**src/rtl/mips_pkg.sv**
```systemverilog
// Shared MIPS definitions: opcode constants, instruction formats,
// program-loader states and loader error codes.
package mips_pkg;

  localparam logic [5:0] OP_RTYPE = 6'h00;
  localparam logic [5:0] OP_LW    = 6'h23;
  localparam logic [5:0] OP_SW    = 6'h2B;
  localparam logic [5:0] OP_LUI   = 6'h0F;
  localparam logic [5:0] OP_BEQ   = 6'h04;
  localparam logic [5:0] OP_BNE   = 6'h05;
  localparam logic [5:0] OP_J     = 6'h02;
  localparam logic [5:0] OP_JAL   = 6'h03;
  localparam logic [5:0] OP_ADDI  = 6'h08;
  localparam logic [5:0] OP_SLTI  = 6'h0A;

  typedef enum logic [1:0] {FMT_R, FMT_I, FMT_J, FMT_ILL} instr_fmt_e;

  typedef enum logic [2:0] {IDLE, LOAD, PAD, DONE, ERR} loader_state_e;

  localparam logic [1:0] ERR_NONE = 2'b00;
  localparam logic [1:0] ERR_ILL  = 2'b01;
  localparam logic [1:0] ERR_OVF  = 2'b10;

  // Classify an opcode into its encoding format; unknown opcodes are illegal.
  function automatic instr_fmt_e op_fmt(input logic [5:0] op);
    instr_fmt_e fmt;
    case (op)
      OP_RTYPE:                                          fmt = FMT_R;
      OP_LW, OP_SW, OP_LUI, OP_BEQ, OP_BNE, OP_ADDI, OP_SLTI: fmt = FMT_I;
      OP_J, OP_JAL:                                      fmt = FMT_J;
      default:                                           fmt = FMT_ILL;
    endcase
    return fmt;
  endfunction

endpackage

```
**src/rtl/instr_fmt_enc.sv**
```systemverilog
// Combinational MIPS instruction packer: builds the 32-bit word for the
// format selected by the opcode and reports whether the opcode is supported.
module instr_fmt_enc
  import mips_pkg::*;
(
  input  logic [5:0]  op_i6,
  input  logic [4:0]  rs_i5,
  input  logic [4:0]  rt_i5,
  input  logic [4:0]  rd_i5,
  input  logic [4:0]  shamt_i5,
  input  logic [5:0]  funct_i6,
  input  logic [15:0] imm_i16,
  input  logic [25:0] target_i26,
  output logic [31:0] word_o32,
  output logic        legal_o
);

  instr_fmt_e fmt;

  // Pack only the fields that belong to the opcode's format; others are ignored.
  always_comb begin
    fmt      = op_fmt(op_i6);
    word_o32 = 32'h0000_0000;
    legal_o  = 1'b0;
    case (fmt)
      FMT_R: begin
        word_o32 = {op_i6, rs_i5, rt_i5, rd_i5, shamt_i5, funct_i6};
        legal_o  = 1'b1;
      end
      FMT_I: begin
        word_o32 = {op_i6, rs_i5, rt_i5, imm_i16};
        legal_o  = 1'b1;
      end
      FMT_J: begin
        word_o32 = {op_i6, target_i26};
        legal_o  = 1'b1;
      end
      default: begin
        word_o32 = 32'h0000_0000;
        legal_o  = 1'b0;
      end
    endcase
  end

endmodule

```
**src/rtl/instr_loader_enc.sv**
```systemverilog
// Program loader: accepts field-level instruction tuples, encodes them and
// writes them to instruction memory at sequential word addresses through a
// single pending-word register with valid/ready handshakes on both sides.
// Optional build macro ENC_NOP_PAD_EN: after the last word, fill the rest of
// the DEPTH-word region with zero words (sll $0,$0,0) before reporting done.
module instr_loader_enc
  import mips_pkg::*;
#(
  parameter int ADDR_W    = 6,
  parameter int DEPTH     = 64,
  parameter int BASE_ADDR = 0
) (
  input  logic              clk_i,
  input  logic              rst_i,
  input  logic              start_i,
  input  logic              in_valid_i,
  output logic              in_ready_o,
  input  logic [5:0]        op_i6,
  input  logic [4:0]        rs_i5,
  input  logic [4:0]        rt_i5,
  input  logic [4:0]        rd_i5,
  input  logic [4:0]        shamt_i5,
  input  logic [5:0]        funct_i6,
  input  logic [15:0]       imm_i16,
  input  logic [25:0]       target_i26,
  input  logic              last_i,
  output logic              wr_en_o,
  output logic [ADDR_W-1:0] wr_addr_o,
  output logic [31:0]       wr_data_o32,
  input  logic              wr_ready_i,
  output logic              busy_o,
  output logic              done_o,
  output logic [1:0]        err_o2,
  output logic [ADDR_W:0]   count_o
);

  localparam int CW = ADDR_W + 1;
  localparam logic [CW-1:0]     DEPTH_C = CW'(DEPTH);
  localparam logic [ADDR_W-1:0] BASE_C  = ADDR_W'(BASE_ADDR);

  loader_state_e     state_q, state_d;
  logic              pend_valid_q, pend_valid_d;
  logic [31:0]       pend_data_q, pend_data_d;
  logic              pend_last_q, pend_last_d;
  logic [ADDR_W-1:0] pend_addr_q, pend_addr_d;
  logic [CW-1:0]     count_q, count_d;
  logic [1:0]        err_q, err_d;

  logic [31:0]       enc_word;
  logic              enc_legal;
  logic              wr_fire;
  logic              accept;
  logic              restart;
  logic              pend_room;
  logic              pad_load;
  logic [CW-1:0]     count_next;
  logic [CW-1:0]     count_plus_pend;

  instr_fmt_enc u_fmt_enc (
    .op_i6      (op_i6),
    .rs_i5      (rs_i5),
    .rt_i5      (rt_i5),
    .rd_i5      (rd_i5),
    .shamt_i5   (shamt_i5),
    .funct_i6   (funct_i6),
    .imm_i16    (imm_i16),
    .target_i26 (target_i26),
    .word_o32   (enc_word),
    .legal_o    (enc_legal)
  );

  // Decode this cycle's handshake events and the word count they lead to.
  always_comb begin
    wr_fire         = pend_valid_q && wr_ready_i;
    count_next      = wr_fire ? (count_q + CW'(1)) : count_q;
    count_plus_pend = count_q + CW'(pend_valid_q);
    pend_room       = !pend_valid_q || wr_ready_i;
    accept          = in_valid_i && in_ready_o;
    restart         = start_i && (state_q inside {IDLE, DONE, ERR});
`ifdef ENC_NOP_PAD_EN
    pad_load = ((state_q == PAD) || (state_q == LOAD && wr_fire && pend_last_q))
               && pend_room && (count_next < DEPTH_C);
`else
    pad_load = 1'b0;
`endif
  end

  // Output decode; a pending last word or any error stops further accepts.
  always_comb begin
    in_ready_o  = (state_q == LOAD) && (err_q == ERR_NONE)
                  && !(pend_valid_q && pend_last_q) && pend_room
                  && (count_plus_pend < DEPTH_C);
    busy_o      = (state_q == LOAD);
    done_o      = (state_q == DONE);
    wr_en_o     = pend_valid_q;
    wr_addr_o   = pend_addr_q;
    wr_data_o32 = pend_data_q;
    err_o2      = err_q;
    count_o     = count_q;
  end

  // Next-state logic: errors wait for an in-flight write before leaving LOAD.
  always_comb begin
    state_d = state_q;
    case (state_q)
      IDLE, DONE, ERR: begin
        if (start_i) state_d = LOAD;
      end
      LOAD: begin
        if (wr_fire && pend_last_q) begin
`ifdef ENC_NOP_PAD_EN
          state_d = (count_next < DEPTH_C) ? PAD : DONE;
`else
          state_d = DONE;
`endif
        end else if ((err_q == ERR_ILL || (accept && !enc_legal))
                     && !(pend_valid_q && !wr_fire)) begin
          state_d = ERR;
        end else if (wr_fire && count_next == DEPTH_C) begin
          state_d = ERR;
        end
      end
      PAD: begin
        if (pend_room && count_next >= DEPTH_C) state_d = DONE;
      end
      default: state_d = IDLE;
    endcase
  end

  // Pending-word, counter and error bookkeeping.
  always_comb begin
    pend_valid_d = pend_valid_q && !wr_fire;
    pend_data_d  = pend_data_q;
    pend_last_d  = pend_last_q;
    pend_addr_d  = pend_addr_q;
    count_d      = count_next;
    err_d        = err_q;
    if (restart) begin
      pend_valid_d = 1'b0;
      count_d      = '0;
      err_d        = ERR_NONE;
    end else begin
      if (accept) begin
        if (enc_legal) begin
          pend_valid_d = 1'b1;
          pend_data_d  = enc_word;
          pend_last_d  = last_i;
          pend_addr_d  = BASE_C + count_next[ADDR_W-1:0];
        end else begin
          err_d = ERR_ILL;
        end
      end
      if (pad_load) begin
        pend_valid_d = 1'b1;
        pend_data_d  = 32'h0000_0000;
        pend_last_d  = 1'b0;
        pend_addr_d  = BASE_C + count_next[ADDR_W-1:0];
      end
      if (state_q == LOAD && wr_fire && !pend_last_q
          && count_next == DEPTH_C && err_q == ERR_NONE) begin
        err_d = ERR_OVF;
      end
    end
  end

  // State register.
  always_ff @(posedge clk_i) begin
    if (rst_i) state_q <= IDLE;
    else       state_q <= state_d;
  end

  // Datapath registers; reset drops any pending word without writing it.
  always_ff @(posedge clk_i) begin
    if (rst_i) begin
      pend_valid_q <= 1'b0;
      pend_data_q  <= 32'h0000_0000;
      pend_last_q  <= 1'b0;
      pend_addr_q  <= '0;
      count_q      <= '0;
      err_q        <= ERR_NONE;
    end else begin
      pend_valid_q <= pend_valid_d;
      pend_data_q  <= pend_data_d;
      pend_last_q  <= pend_last_d;
      pend_addr_q  <= pend_addr_d;
      count_q      <= count_d;
      err_q        <= err_d;
    end
  end

endmodule

```
**config.mk**
```make
export PLATFORM = sky130hd
export DESIGN_NAME = instr_loader_enc
export DESIGN_NICKNAME = d
export VERILOG_FILES = /design/src/rtl/mips_pkg.sv /design/src/rtl/instr_fmt_enc.sv /design/src/rtl/instr_loader_enc.sv
export SDC_FILE = /design/constraint.sdc
export NUM_CORES = 1
export LEC_CHECK = 0
export ABC_AREA = 1
export ABC_CLOCK_PERIOD_IN_PS = 1500
export CAP_MARGIN = 20
export CORE_ASPECT_RATIO = 1.4
export CORE_MARGIN = 4
export CORE_UTILIZATION = 36
export CTS_CLUSTER_SIZE = 14
export DETAILED_ROUTE_END_ITERATION = 8
export PLACE_DENSITY = 0.84
export SLEW_MARGIN = 15
export SYNTH_ARGS = -nofsm -noshare
export SYNTH_HDL_FRONTEND = slang
export SYNTH_SLANG_ARGS = --single-unit
```
**constraint.sdc**
```tcl
create_clock -name clk_i -period 1.5 [get_ports clk_i]
set_input_delay 0.375 -clock clk_i [delete_from_list [all_inputs] [get_ports clk_i]]
set_output_delay 0.375 -clock clk_i [all_outputs]
set_load 0.01 [all_outputs]
```
-- Yosys cells after proc, flatten, opt, wreduce, memory -nomap -nowiden
Cells that the tools add are included.
W data, S select, Z words.
- input port bits: 80
- output and inout port bits: 51
- register bits: 52
- logic and storage cells: 92
- bitwise operators: 2
- equality and inequality tests: 21
- add/subtract/negate cells: 2
- $lt $le $gt $ge: 2
- multiplexer cells: 15
- reduce and logical (&&, ||, !) cells: 42
- operator list (kind ; number):
    $pmux W32 S3 ; 1
    $eq A6 B4 Y1 const B ; 3
    $logic_and A1 B1 Y1 ; 18
    $mux W3 ; 5
    $eq A6 B2 Y1 const B ; 2
    $eq A6 B3 Y1 const B ; 2
    $eq A6 B6 Y1 const B ; 2
    $pmux W3 S3 ; 1
    $reduce_or A3 Y1 ; 3
    $add A7 B1 Y7 ; 1
    $add A7 B1 Y7 const B ; 1
    $eq A7 B7 Y1 const B ; 1
    $ge A7 B7 Y1 const B ; 1
    $lt A7 B7 Y1 const B ; 1
    $mux W7 ; 1
    $reduce_or A7 Y1 ; 1
    $eq A3 B2 Y1 const B ; 2
    $logic_not A1 Y1 ; 6
    $logic_not A6 Y1 ; 1
    $mux W2 ; 3
    $pmux W2 S3 ; 1
    $reduce_and A3 Y1 ; 2
    $eq A2 B1 Y1 const B ; 2
    $logic_not A2 Y1 ; 2
    other kinds (14) ; 21

-- Depth between registers and ports, before layout
- depth in word-level cells: 13
- depth in mapped cells: 14
- gate-level depth less buffers: 14

-- Modules after synthesis
A second synthesis with hierarchy kept.
- cells, all modules: 422
- area total of the unflattened synthesis: 2751.4 µm²
- by module, submodules not included (module ; area each (µm²) ; seq. area each (µm²) ; cells an instance ; instances):
    instr_loader_enc ; 2138.3 ; 1041.0 ; 288 ; 1
    instr_fmt_enc ; 613.1 ; 0.0 ; 134 ; 1

-- Worst setup path before layout
Ideal clock, no wire load.
- kind: reg2reg
- start: register count_q[0] (netlist: count_o[0])
- end: register state_q[0]
- setup slack: -194 ps
- buffers on the path: 0
- required time: 1385 ps
- cell stages (with the launch flop): 13
- data arrival time: 1579 ps
- setup time: 115 ps
- clock period less this slack: 1694 ps
- cell sequence: dfxtp_1 -> ha_1 -> or2_0 -> nor2_1 -> nand2_1 -> nor2_1 -> nand2_1 -> nor2_1 -> nor2_1 -> nand2_2 -> nand3_1 -> nand2_1 -> nor2_1
- word-level cells in the longest chain between the ends: 10
- elaborated cells on any way between the ends: 19
- those cells by class: add/sub (2); order compare (2); eq/ne (3); mux (4); reduce/logical (8)
- RTL lines (element ; line ; RTL):
    start: declaration ; instr_loader_enc.sv:46 ; logic [CW-1:0] count_q, count_d;
    start signal: assignment ; instr_loader_enc.sv:186 ; count_q <= count_d;
    $add A7 B1 Y7 ; instr_loader_enc.sv:76 ; count_plus_pend = count_q + CW'(pend_valid_q);
    $lt A7 B7 Y1 ; instr_loader_enc.sv:92 ; && (count_plus_pend < DEPTH_C);
    $logic_and A1 B1 Y1 ; instr_loader_enc.sv:92 ;
    $logic_and A1 B1 Y1 ; instr_loader_enc.sv:78 ; accept = in_valid_i && in_ready_o;
    $logic_and A1 B1 Y1 ; instr_loader_enc.sv:116 ; end else if ((err_q == ERR_ILL || (accept && !enc_legal))
    $logic_or A1 B1 Y1 ; instr_loader_enc.sv:116 ;
    $logic_and A1 B1 Y1 ; instr_loader_enc.sv:117 ; && !(pend_valid_q && !wr_fire)) begin
    $mux W3 ; instr_loader_enc.sv:116 ;
    $mux W3 ; instr_loader_enc.sv:110 ; if (wr_fire && pend_last_q) begin
    $pmux W3 S3 ; instr_loader_enc.sv:105 ; case (state_q)
    end signal: assignment ; instr_loader_enc.sv:169 ; else state_q <= state_d;
    end: declaration ; instr_loader_enc.sv:41 ; loader_state_e state_q, state_d;
Parallel ways exist; a longest one is shown, timed or not.
A chain may end at the register's enable or synchronous reset.

-- Worst setup path after layout
- start: input port op_i6[3]
- end: register pend_addr_q[3] (netlist: wr_addr_o[3])
- word-level cells in the longest chain between the ends: 7
- elaborated cells on any way between the ends: 19
- those cells by class: eq/ne (11); mux (2); reduce/logical (6)
- RTL lines (element ; line ; RTL):
    start: declaration ; instr_loader_enc.sv:18 ; input logic [5:0] op_i6,
    $eq A6 B6 Y1, or another cell as far along ; mips_pkg.sv:27 ; case (op)
    $reduce_or A7 Y1 / $reduce_or A2 Y1 (equally long branches) ; mips_pkg.sv:27 ;
    $pmux W2 S3 (*) ; mips_pkg.sv:27 ;
    $eq A2 B1 Y1, or another cell as far along ; instr_fmt_enc.sv:25 ; case (fmt)
    $reduce_or A3 Y1 (no source line) (*) ; n/a ;
    $mux W1 (*) ; instr_fmt_enc.sv:25 ;
    $reduce_and A3 Y1 (no source line) (*) ; n/a ;
    end signal: assignment ; instr_loader_enc.sv:185 ; pend_addr_q <= pend_addr_d;
    end: declaration ; instr_loader_enc.sv:45 ; logic [ADDR_W-1:0] pend_addr_q, pend_addr_d;
Mark *: on every way between the ends. The rest lies on a longest branch, timed or not.

==> metrics.txt <==
post-layout min period=around 1.8 ns; htree depth=2; final setup vio count=between 40 and 50; Placement Cell Area=4320 sq um; worst slew pin tran=0.418 ns; routed vias/inst=5.04; Peak VDD IR=457 uV; crit-path leading delay family=buffers and inverters; worst reg2reg path depth=12; final hold violation count=0; worst min path class=input port to flip-flop; CTS Buf Count=5; Antenna Violating Nets Remaining=0; Non-Filler Instances=612; Setup CP Type=input port to flip-flop; GRT met1 Usage=0.197; Clock transition at path regs=roughly 0.10 ns; cells after synthesis=between 300 and 400; Die Y=around 110 microns; Buf/Inv on CP=5; Critical Path Fanout Max=7; TritonCTS sink count=52; drt pass-1 iters=5; Top Ports=131; Worst-Skew Late Latency=0.31 ns; Die ar.=8600 sq um; Tot Pwr=~3.7 mW; most frequent cells in the layout=clkdlybuf4s50_1, dlygate4sd2_1, nand2_1; DIE WIDTH=79.5 microns; post-synthesis sequential area ratio=0.404; Synth Warn #=0; Fmax achieved=0.565 GHz; row count=36; placed insts=589; GR peak layer=met2; critical path capture point type=flip-flop; first-pass GRT wire length=14000 microns; worst hold start=op_i6[0]; final wirelength=9240 microns; initial antenna violation count=0; TritonCTS clock tree=yes; Mapped Avg Cell Area=approximately 7.7 sq um; number of global-route vias before repair=3120; CP Launch Type=input port; Hold Buf Count CTS=0; DRC violations left=0; CTS Root Buffer Type=clkbuf_8; largest net degree at the start of global routing=20; Seq cells post-synth=52; skew final=0.0107 ns; Mapped Area=2580 sq um; max_cap viols=0; Slowest-stage cell, CP=dlygate4sd2_1; Final Cell Area=~4700 sq um; reg2reg start=count_o[0]; crit path DAT=2.00 ns; WL/cell=15.1 microns; Bufs on Longest Clock Path=2; FF-to-FF setup slack=-0.27 ns; RSZ-0062 raised after global routing=true; Placeable Area=6980 sq um; worst-path cell chain=dlygate4sd2_1 > nand3b_1 > a21oi_2 > buf_4 > o21ai_4 > clkinv_4 > buf_12 > buf_16 > a211oi_2; Final Cycle Share=1.18; most common cell after layout, fill and taps aside=clkdlybuf4s50_1; Buffers on Ports=130; layout cell share with drive strength beyond 1=0.288; Hold Path End=wr_data_o32[26]; Netlist cell types=31; P per Cell Area=795 nW/um^2; Pleak=2.05 nW; Synthesized Nets=415; GRT overflow=0; Slew HR=0.722; TNS Setup=-8.06 ns; gpl congestion=0.881; via count=around 3000; hpwl dp=6750 microns; Hold Path Cell Cnt=3; slowest stage delay, CP=0.36 ns; Ant. Diodes=0; met2 Usage GRT=0.413; utilization after layout=0.672; NumNets Final=597; final worst slack=-0.269 ns; GRT Overall Usage=0.206; Starting DRT DRC Count=between 100 and 150; Critical Path RT=1.73 ns; Layout area overhead=82.0%; failing checks=setup timing; Starting Density=0.369; FF-to-FF End=state_q[2]; max-slew violation count=0; status=complete, but fails checks; grt met3 use=0.0458
-- cell families after synthesis --
kind of cell / share of synthesized area
buf+inv: 0.0898
compound gates: 0.288
fa+ha+maj: 0.00485
flops: 0.404
simple gates: 0.214
-- routing by layer --
layer	share of wire	routed length, microns
met1	0.36	3290
met2	0.56	5210
met3	0.061	561
met4	0.019	180
met5	0	0
-- flip-flops by register name, indices dropped and copies added (netlist names) --
signal	count
state_q	3
count_o	7
wr_addr_o	6
wr_en_o	1
wr_data_o32	32
err_o2	2
pend_last_q	1
-- cell usage after synthesis (all sizes together) --
| cell | count | area, sq um |
|---|---|---|
| nand2 | 65 | 249 |
| dfxtp | 52 | 1040 |
| nor2 | 37 | 161 |
| o21ai | 35 | 186 |
| inv | 30 | 118 |
| a21oi | 27 | 139 |
| a22oi | 27 | 203 |
| a31oi | 17 | 169 |
| nand3 | 13 | 70.1 |
| buf | 10 | 91.3 |
| clkbuf | 6 | 22.5 |
| nor3 | 4 | 30.0 |
| a211oi | 3 | 37.5 |
| nand4 | 3 | 18.8 |
| nand3b | 2 | 15.0 |
| ha | 1 | 12.5 |
| o21bai | 1 | 7.51 |
| or2 | 1 | 6.26 |
-- metrics by stage --
stage / setup WS, ns / hold slack (ns)
after floorplan: -0.0698 / 0.463
after global placement: -0.657 / 0.429
after detailed placement: -0.735 / 0.430
after CTS: -0.224 / 0.448
after global routing: -0.401 / 0.385
final: -0.269 / 0.384
-- power breakdown --
part           internal [mW]  leakage, nW  switching, mW
logic                  0.717         1.59          0.684
registers               1.47        0.426         0.0656
clock network          0.323       0.0378          0.474
-- how the worst max path moves through the flow --
stage                    to  cells past startpoint  slack [ns]  startpoint
2_1_floorplan    state_q[0]                     12       -0.07  count_o[0]
3_3_place_gp     in_ready_o                      6       -0.66  wr_ready_i
3_5_place_dp     state_q[0]                     14       -0.74  wr_ready_i
4_1_cts          state_q[0]                     12       -0.22  count_o[0]
5_1_grt          state_q[2]                     12       -0.40  count_o[0]
6_report       wr_addr_o[3]                      9       -0.27    op_i6[3]
-- layout make-up --
cell class                 count  area, sq um
sequential                    52         1060
multi-input combinational    236         1480
fill                         571         2290
clock inverter                 3         18.8
timing repair buffer         190         1820
clock buffer                   5         68.8
tap                           95          119
inverter                      30          118
timing repair inverter         1         6.26
-- worst register-to-register path, delay by kind of cell, from the launching register on --
family                   cells  cell delay (ns)
adder cells (fa/ha/maj)      1             0.23
AND/OR/NAND/NOR             11             1.07
flip-flops                   1             0.38
-- what timing repair did --
action                                  4_1_cts  5_1_grt
cloned                                        3        3
buffers inserted                              4        6
pin swaps                                     8        6
gates resized for setup                     113       20
endpoints found under the setup margin       98       53
No activity file was read; power rests on OpenSTA's default activity.
